`config.mk`:
```
export PLATFORM = sky130hd
export DESIGN_NAME = jk_bank_arbiter_flat
export DESIGN_NICKNAME = d
export VERILOG_FILES = /design/src/rtl/jk_bank_arbiter_if.sv /design/src/rtl/jk_bank_arbiter.sv /design/src/flat_wrapper.sv
export SDC_FILE = /design/constraint.sdc
export NUM_CORES = 1
export LEC_CHECK = 0
export CAP_MARGIN = 25
export CORE_MARGIN = 4
export CORE_UTILIZATION = 30
export CTS_CLUSTER_SIZE = 24
export DETAILED_ROUTE_END_ITERATION = 8
export GPL_TIMING_DRIVEN = 0
export HOLD_SLACK_MARGIN = 0.12
export PLACE_DENSITY = 0.57
export SLEW_MARGIN = 20
export SYNTH_ARGS = -nofsm -noshare
export SYNTH_HDL_FRONTEND = slang
export SYNTH_SLANG_ARGS = --single-unit
```
`constraint.sdc`:
```
create_clock -name clk -period 1.7 [get_ports clk]
set_input_delay 0.255 -clock clk [delete_from_list [all_inputs] [get_ports clk]]
set_output_delay 0.255 -clock clk [all_outputs]
set_load 0.005 [all_outputs]
```
`src/rtl/jk_bank_arbiter_if.sv`:
```
// Request/grant bus between control agents and the shared JK flip-flop bank arbiter.
// master = requesting agents, slave = the arbiter.
interface jk_bank_arbiter_if #(
  parameter int NREQ  = 4,
  parameter int WIDTH = 8
);
  logic [NREQ-1:0]       req;
  logic [2*NREQ-1:0]     op_flat;
  logic [WIDTH*NREQ-1:0] mask_flat;
  logic [NREQ-1:0]       gnt;
  logic                  done;
  logic                  busy;
  logic [WIDTH-1:0]      q;

  modport master (
    output req, op_flat, mask_flat,
    input  gnt, done, busy, q
  );

  modport slave (
    input  req, op_flat, mask_flat,
    output gnt, done, busy, q
  );
endinterface

```
`src/rtl/jk_bank_arbiter.sv`:
```
// Round-robin arbiter sequencing JK operations from NREQ agents onto one WIDTH-bit flip-flop bank.
// Optional macro JKBANK_PRIO0_EN gives requester 0 fixed absolute priority.
module jk_bank_arbiter #(
  parameter int NREQ  = 4,
  parameter int WIDTH = 8
) (
  input logic clk,
  input logic rst,
  jk_bank_arbiter_if.slave bus
);
  localparam int IW = (NREQ > 1) ? $clog2(NREQ) : 1;

  typedef enum logic [1:0] {IDLE, APPLY, DONE} state_t;

  state_t           state_q, state_d;
  logic [NREQ-1:0]  gnt_q, gnt_d;
  logic             done_q, done_d;
  logic [WIDTH-1:0] q_q, q_d;
  logic [WIDTH-1:0] mask_r_q, mask_r_d;
  logic [1:0]       op_r_q, op_r_d;
  logic [IW-1:0]    ptr_q, ptr_d;
  logic [IW-1:0]    win_q, win_d;

  logic             found;
  logic [IW-1:0]    win_idx;
  logic [WIDTH-1:0] j_vec, k_vec, s_vec, r_vec, bank_next;

  // Search order starts at ptr and wraps, so the last winner ends up lowest priority.
  always_comb begin
    int idx;
    idx     = 0;
    found   = 1'b0;
    win_idx = '0;
    for (int k = 0; k < NREQ; k++) begin
      idx = int'(ptr_q) + k;
      if (idx >= NREQ) idx = idx - NREQ;
      if (!found && bus.req[idx]) begin
        found   = 1'b1;
        win_idx = IW'(idx);
      end
    end
`ifdef JKBANK_PRIO0_EN
    if (bus.req[0]) begin
      found   = 1'b1;
      win_idx = '0;
    end
`else
`endif
  end

  // S and R are gated by the current bit value, so they can never both be active.
  always_comb begin
    j_vec     = {WIDTH{op_r_q[1]}} & mask_r_q;
    k_vec     = {WIDTH{op_r_q[0]}} & mask_r_q;
    s_vec     = j_vec & ~q_q;
    r_vec     = k_vec & q_q;
    bank_next = (q_q | s_vec) & ~r_vec;
  end

  always_comb begin
    state_d  = state_q;
    gnt_d    = gnt_q;
    done_d   = done_q;
    q_d      = q_q;
    mask_r_d = mask_r_q;
    op_r_d   = op_r_q;
    ptr_d    = ptr_q;
    win_d    = win_q;
    case (state_q)
      IDLE: begin
        if (found) begin
          op_r_d         = bus.op_flat[2*int'(win_idx) +: 2];
          mask_r_d       = bus.mask_flat[WIDTH*int'(win_idx) +: WIDTH];
          gnt_d          = '0;
          gnt_d[win_idx] = 1'b1;
          win_d          = win_idx;
          state_d        = APPLY;
        end
      end
      APPLY: begin
        q_d     = bank_next;
        done_d  = 1'b1;
        state_d = DONE;
      end
      DONE: begin
        done_d  = 1'b0;
        gnt_d   = '0;
        state_d = IDLE;
`ifdef JKBANK_PRIO0_EN
        if (win_q != '0) ptr_d = (win_q == IW'(NREQ-1)) ? '0 : win_q + 1'b1;
`else
        ptr_d = (win_q == IW'(NREQ-1)) ? '0 : win_q + 1'b1;
`endif
      end
      default: state_d = IDLE;
    endcase
  end

  always_ff @(posedge clk or negedge rst) begin
    if (!rst) begin
      state_q  <= IDLE;
      gnt_q    <= '0;
      done_q   <= 1'b0;
      q_q      <= '0;
      mask_r_q <= '0;
      op_r_q   <= '0;
      ptr_q    <= '0;
      win_q    <= '0;
    end else begin
      state_q  <= state_d;
      gnt_q    <= gnt_d;
      done_q   <= done_d;
      q_q      <= q_d;
      mask_r_q <= mask_r_d;
      op_r_q   <= op_r_d;
      ptr_q    <= ptr_d;
      win_q    <= win_d;
    end
  end

  assign bus.gnt  = gnt_q;
  assign bus.done = done_q;
  assign bus.busy = (state_q != IDLE);
  assign bus.q    = q_q;
endmodule

```
`src/flat_wrapper.sv`:
```
// flat-port wrapper written by rule: the top's interface ports become plain ports
module jk_bank_arbiter_flat 
#(
  parameter int NREQ  = 4,
  parameter int WIDTH = 8
)
  (clk, rst, bus_req, bus_op_flat, bus_mask_flat, bus_gnt, bus_done, bus_busy, bus_q);
  jk_bank_arbiter_if #(.NREQ(NREQ), .WIDTH(WIDTH)) bus_i ();
  input logic clk;
  input logic rst;
  input wire logic [$bits(bus_i.req)-1:0] bus_req;
  input wire logic [$bits(bus_i.op_flat)-1:0] bus_op_flat;
  input wire logic [$bits(bus_i.mask_flat)-1:0] bus_mask_flat;
  output wire logic [$bits(bus_i.gnt)-1:0] bus_gnt;
  output wire logic [$bits(bus_i.done)-1:0] bus_done;
  output wire logic [$bits(bus_i.busy)-1:0] bus_busy;
  output wire logic [$bits(bus_i.q)-1:0] bus_q;
  assign bus_i.req = bus_req;
  assign bus_i.op_flat = bus_op_flat;
  assign bus_i.mask_flat = bus_mask_flat;
  assign bus_gnt = bus_i.gnt;
  assign bus_done = bus_i.done;
  assign bus_busy = bus_i.busy;
  assign bus_q = bus_i.q;
  jk_bank_arbiter #(.NREQ(NREQ), .WIDTH(WIDTH)) u_core (.clk(clk), .rst(rst), .bus(bus_i));
endmodule
```
==> summary.md, run 1 <==
| Metric | Value |
|---|---|
| CP max-delay cell | dfrtp_2 |
| WP data arrival | 1.86 ns |
| Worst VDD drop | 0.9449 mV |
| DRT Pass-1 Iters | 4 |
| Max incr delay on CP | 0.41 ns |
| CP Class | flip-flop to flip-flop |
| Maxcap violations | 0 |
| Total core area | 5172 sq um |
| GPL Wtd Cong | between 0.8 and 0.9 |
| Pwr/cell area | 1594 nW/um^2 |
| Crit path required time | about 1.9 ns |
| Tot Pwr | 4.568 mW |
| Final worst path period need | around 1.7 ns |
| Run status | finished, final reports clean |
| DR iter-0 viols | 43 |
| Wirelength, routed | 5146 um |
| Total gr overflow | 0 |
| DR vias | 1559 |
| Pin count of the biggest net entering global routing | 30 |
| Fin util | 0.5539 |
| Worst Path Max Fanout | 7 |
| Area of the mapped netlist | between 1500 and 2000 sq um |
| Inserted Diodes | 0 |
| Critical-path cell list | mux2i_1 -> nor2_1 -> a211o_1 -> buf_6 -> buf_12 -> a221oi_4 -> a211oi_2 |
| LEAKAGE | around 1.2 nW |
| Final setup fails | 0 |
| Total Nets Final | 296 |
| Worst Setup End Kind | flip-flop |
| Starting density of the core | 0.3149 |
| FP Rows | 26 |
| I/O pin count | 60 |
| CTS tree | done |
| Register area share after synthesis | 0.4455 |
| H-Tree Level Count | 2 |
| Clk buf depth | 2 |
| Clock Latency Late Sink | 0.28 ns |
| Hpwl dp | 3504 um |
| Clk slew on worst S/H paths | 0.06 ns |
| I/O Buffers | 59 |
| Post-DP Area | 2302 sq um |
| Clock Sinks | 29 |
| Unrepaired setup endpoints after global routing | yes |
| Mapped Avg Cell Area | 10.18 sq um |
| Top-area cell type share of the netlist area | 0.4455 |
| #FFs+latches synth | 29 |
| Global-route wire length before repair | 7721 um |
| Max-slew headroom | 0.5630 |
| Final setup TNS | 0 ns |
| Die area | 6673 sq um |
| GRT Total Usage | 0.1557 |
| Largest area contributor in the netlist | dfrtp_1 |
| Final hold viol count | 0 |
| Net count after synthesis | 212 |
| Skew final | between 0.004 and 0.005 ns |
| Design area | roughly 2900 sq um |
| Detail Route Antenna Nets | 0 |
| Tightest Hold Check Type | flip-flop to flip-flop |
| Layout cells sized above 1 | 0.2541 |
| CTS root buffer | clkbuf_8 |
| Die width | 81.69 um |
| Tcrit/Tclk final | 0.9990 |
| F_max | 588.8 MHz |
| Die H | 81.69 um |
| Area grow syn2layout | 75.88% |
| CTS buffer count | 5 |
| Vias in the first global route | 1544 |
| Top post-synthesis cells by area | dfrtp_1 (45%), mux2i_1 (7.4%), a221oi_1 (5.4%), and2_1 (5.4%), a211oi_1 (4.6%) |
| DR WL/cell | 16.39 um |
| Count of warnings emitted by yosys | 0 |
| CP startpoint kind | flip-flop |
| Synth cell types | 28 |
| DRC viols | 0 |
| Crit path buffers/inverters | 2 |
| Initial antenna violation count | 0 |
| CP top delay family | compound AO/OA/AOI/OAI gates |
| Syn Inst Count | 160 |
| Measured slew at the worst slew-check pin | 0.6555 ns |
| Max-slew violations | 0 |
| Filler cell count | ~470 |
| Drt via density | 4.965 |
==> stage by stage <==
step / instances / worst slack (ns) / hold WS, ns
floorplan: 160 / 0.07287 / -0.04059
global placement: 289 / -0.5260 / 0.4617
detailed placement: 289 / -0.5133 / 0.3281
CTS: 304 / -0.1087 / 0.4781
global route: 314 / -0.08035 / 0.4997
finish: 314 / 0.001760 / 0.4785
==> power breakdown <==
part           switching [mW]  leakage [nW]  internal [mW]
Sequential              0.252         0.335           1.03
Clock                   0.257        0.0443          0.321
Combinational            1.24         0.818           1.46
Total                    1.75          1.20           2.82
==> cells in the mapped netlist (all sizes together) <==
| master | number |
|---|---|
| a211o | 1 |
| a211oi | 10 |
| a21oi | 10 |
| a221oi | 10 |
| a22oi | 2 |
| a2bb2oi | 2 |
| a31oi | 8 |
| and2 | 14 |
| buf | 3 |
| clkbuf | 4 |
| dfrtp | 29 |
| ha | 6 |
| inv | 5 |
| mux2 | 4 |
| mux2i | 12 |
| nand2 | 8 |
| nand2b | 4 |
| nand3 | 1 |
| nor2 | 14 |
| nor2b | 1 |
| nor3 | 1 |
| nor4 | 1 |
| o211a | 1 |
| o211ai | 1 |
| o21ai | 6 |
| o21ba | 1 |
| o21bai | 1 |
==> cells by family after synthesis <==
kind of cell	share of synthesized area
buf+inv	0.04377
fa+ha+maj	0.04608
mux	0.1014
compound gates	0.2266
simple gates	0.1367
flops	0.4455
==> routing by layer <==
metal	vias to the layer above	share of wire	track usage
met1	751	0.42	0.1875
li1	764	-	-
met5	-	0	0
met4	0	0.020	0.05980
met3	8	0.040	0.03728
met2	36	0.52	0.2679
==> sequential cells by signal, indices dropped and copies added (netlist names) <==
name             cells
u_core.mask_r_q      8
u_core.ptr_q         2
u_core.bus.q         8
u_core.bus.done      1
u_core.win_q         2
u_core.op_r_q        2
u_core.state_q       2
u_core.bus.gnt       4
==> cell usage in the layout (no fill, tap or decap), types with 4 or more instances in the layout <==
master	synthesis	final
clkdlybuf4s50_1	0	53
a31oi_1	8	8
mux2i_1	12	9
clkbuf_8	0	6
nor2_1	14	12
a211oi_2	0	5
a221oi_2	0	5
and2_1	14	13
a211oi_1	10	5
buf_4	0	13
dlymetal6s2s_1	0	5
o21ai_1	6	5
a21oi_1	10	8
nand2_1	8	8
mux2_1	4	4
dfrtp_1	29	28
a221oi_4	0	5
ha_1	6	5
==> worst register-to-register path: stages, from the launching register on <==
cell and delay [ns]:
dfrtp_2 0.41, mux2i_1 0.19, nor2_1 0.08, a211o_1 0.24, buf_6 0.16, buf_12 0.15, a221oi_4 0.28, a211oi_2 0.07
==> path summary, 6_finish.rpt <==
| path | from | end | slack, ns | cells past startpoint |
|---|---|---|---|---|
| max | u_core.ptr_q[1] | u_core.op_r_q[1] | 0.002 | 7 |
| min | u_core.mask_r_q[4] | u_core.bus.q[4] | 0.48 | 1 |
| max reg2reg | u_core.ptr_q[1] | u_core.op_r_q[1] | 0.002 | 7 |
| min reg2reg | u_core.mask_r_q[4] | u_core.bus.q[4] | 0.48 | 1 |
| max in group asynchronous | rst | u_core.ptr_q[1] | 0.71 | 2 |
| min in group asynchronous | rst | u_core.bus.gnt[3] | 0.53 | 2 |
==> area by class of cell <==
class,count,area (sq um),area share
Clock buffer,7,86.33,0.03013
Tap cell,70,87.58,0.03057
Multi-Input combinational cell,119,1076,0.3755
Timing Repair Buffer,78,800.8,0.2795
Buffer,6,66.31,0.02314
Inverter,5,21.27,0.007424
Sequential cell,29,726.9,0.2537
==> repair_timing <==
| item | 4_1_cts | 5_1_grt |
|---|---|---|
| setup buffers | 7 | 9 |
| hold buffers | 1 | 0 |
| endpoints found under the hold margin | 29 | 0 |
| gates resized for setup | 25 | 33 |
| cloned | 1 | 1 |
| pin swaps | 11 | 21 |
| setup endpoints to repair | 17 | 17 |
Power figures use the tool's default switching activity.
==> run 2, diff against run 1 <==
- CORE_UTILIZATION: 30 -> 40
- PLACE_DENSITY: 0.57 -> 0.73
==> summary.md, run 2 (synthesis gave the netlist of run 1 again) <==
| Metric | Value |
|---|---|
| Starting density of the core | 0.4289 |
| Clk buf depth | 2 |
| DRT Pass-1 Iters | 4 |
| Pin count of the biggest net entering global routing | 30 |
| Depth of the most critical reg-to-reg path | 7 |
| CTS buffer count | 5 |
| Global-route wire length before repair | 7748 um |
| Unrepaired setup endpoints after global routing | yes |
| Finished Layout Cells | 283 |
| Die width | 71.82 um |
| DR iter-0 viols | 116 |
| Total Nets Final | 286 |
| Worst Path Max Fanout | 7 |
| Max-slew violations | 0 |
| Die H | 71.82 um |
| Area grow syn2layout | 68.59% |
| Max-slew headroom | 0.5669 |
| Pwr/cell area | approximately 1600 nW/um^2 |
| Drt via density | about 5.6 |
| H-Tree Level Count | 2 |
| Wirelength, routed | ~5000 um |
| I/O pin count | 60 |
| F_max | around 570 MHz |
| I/O Buffers | roughly 60 |
| Crit Reg-Reg Startpoint | u_core.ptr_q[1] |
| CTS tree | done |
| Crit path required time | between 1.5 and 2 ns |
| Pre-CTS setup slack | -0.4857 ns |
| R2R Setup Slk | -0.04 ns |
| Clock Sinks | 29 |
| Tightest Hold Check Type | flip-flop to flip-flop |
| GPL Wtd Cong | 0.7741 |
| CP Class | flip-flop to flip-flop |
| Tot Pwr | 4.435 mW |
| WP data arrival | 1.89 ns |
| Final worst path period need | approximately 1.7 ns |
| Worst Setup End Kind | flip-flop |
| Vias in the first global route | 1613 |
| FP Rows | 22 |
| Measured slew at the worst slew-check pin | 0.6496 ns |
| Hpwl dp | 3448 um |
| Dpl cells | 267 |
| CP Launch Point | u_core.ptr_q[1] |
| Worst VDD drop | 0.9209 mV |
| Final hold viol count | 0 |
| DRC viols | 0 |
| Detail Route Antenna Nets | 0 |
| Filler cell count | 269 |
| DR vias | 1591 |
| Failing checks | negative setup slack |
| LEAKAGE | approximately 1.1 nW |
| CTS root buffer | clkbuf_8 |
| Worst Setup EP | u_core.mask_r_q[5] |
| GRT Total Usage | 0.1943 |
| Reg-to-reg endpoint | u_core.mask_r_q[5] |
| Run status | complete, but fails checks |
| Skew final | 0.007397 ns |
| Commonest non-fill, non-tap cells in the layout | clkdlybuf4s50_1 (53), dfrtp_1 (28), and2_1 (13) |
| Die area | 5157 sq um |
| Clk slew on worst S/H paths | 0.07 ns |
| Clock Latency Late Sink | between 0.2 and 0.3 ns |
| CP startpoint kind | flip-flop |
| Layout cells sized above 1 | 0.2298 |
| Maxcap violations | 0 |
| Final setup fails | 5 |
| Initial antenna violation count | 0 |
| Tcrit/Tclk final | 1.025 |
| Inserted Diodes | 0 |
| Setup WS post-layout | -0.04313 ns |
| Most common cell after layout, fill and taps aside | clkdlybuf4s50_1 |
| DR WL/cell | 18.14 um |
| Total gr overflow | 0 |
| Total core area | 3799 sq um |
==> run 2: changes by cell type in the layout (fill, tap and decap cells not counted), sizes merged <==
cell,delta
dlymetal6s2s,-3
dlygate4sd2,+3
clkinv,+1
buf,-10
==> run 2: critical path, cell delays in order, from the launching register on <==
cell	delay, ns
dfrtp_2	0.41
mux2i_1	0.22
nor2_2	0.08
a211o_1	0.24
buf_6	0.15
clkbuf_16	0.16
a221oi_2	0.26
a211oi_1	0.09
==> run 2: worst min path at each step <==
stage | start | end | cells after the start
detailed placement | rst | u_core.state_q[0] | 1
global placement | u_core.mask_r_q[3] | u_core.bus.q[3] | 1
finish | u_core.mask_r_q[5] | u_core.bus.q[5] | 1
global route | u_core.mask_r_q[5] | u_core.bus.q[5] | 1
CTS | u_core.mask_r_q[5] | u_core.bus.q[5] | 1
floorplan | rst | u_core.bus.done | 0
==> run 2: cell type report <==
cell class | instances | area [sq um] | share of cell area
Clock buffer | 7 | 96.34 | 0.03508
Timing Repair Buffer | 68 | 686.9 | 0.2501
Buffer | 6 | 66.31 | 0.02415
Tap cell | 48 | 60.06 | 0.02187
Inverter | 5 | 18.77 | 0.006834
Clock inverter | 1 | 5.005 | 0.001822
Sequential cell | 29 | 726.9 | 0.2647
Multi-Input combinational cell | 119 | 1086 | 0.3954
==> run 2: metal layers <==
metal	GRT usage	wire [um]	vias to the layer above
li1	-	-	745
met1	0.2330	2048	782
met2	0.3347	2669	55
met3	0.03927	313	9
met4	0.08559	104	0
met5	0	0	-
==> run 2: repair_timing <==
item	in CTS	in global routing
pin swaps	7	18
endpoints found under the setup margin	17	16
gates cloned	0	1
endpoints found under the hold margin	29	0
buffers inserted	3	4
hold buffers	1	0
gates resized for setup	26	30
==> run 2: per-stage QoR <==
stage	cell area, sq um	utilization	hold slack, ns	TNS, ns
2_1_floorplan	1629	-	-0.04059	0
4_1_cts	2504	0.6591	0.4764	-0.3856
6_report	2746	0.7230	0.4746	-0.09212
3_3_place_gp	2280	0.6001	0.4616	-7.463
3_5_place_dp	2275	0.5988	0.3171	-6.341
5_1_grt	2746	0.7230	0.4948	-0.9871
==> run 2: power by group <==
group          internal [mW]  total [mW]  switching [mW]
Combinational           1.30        2.52            1.22
Clock                  0.365       0.624           0.259
Sequential              1.03        1.29           0.262
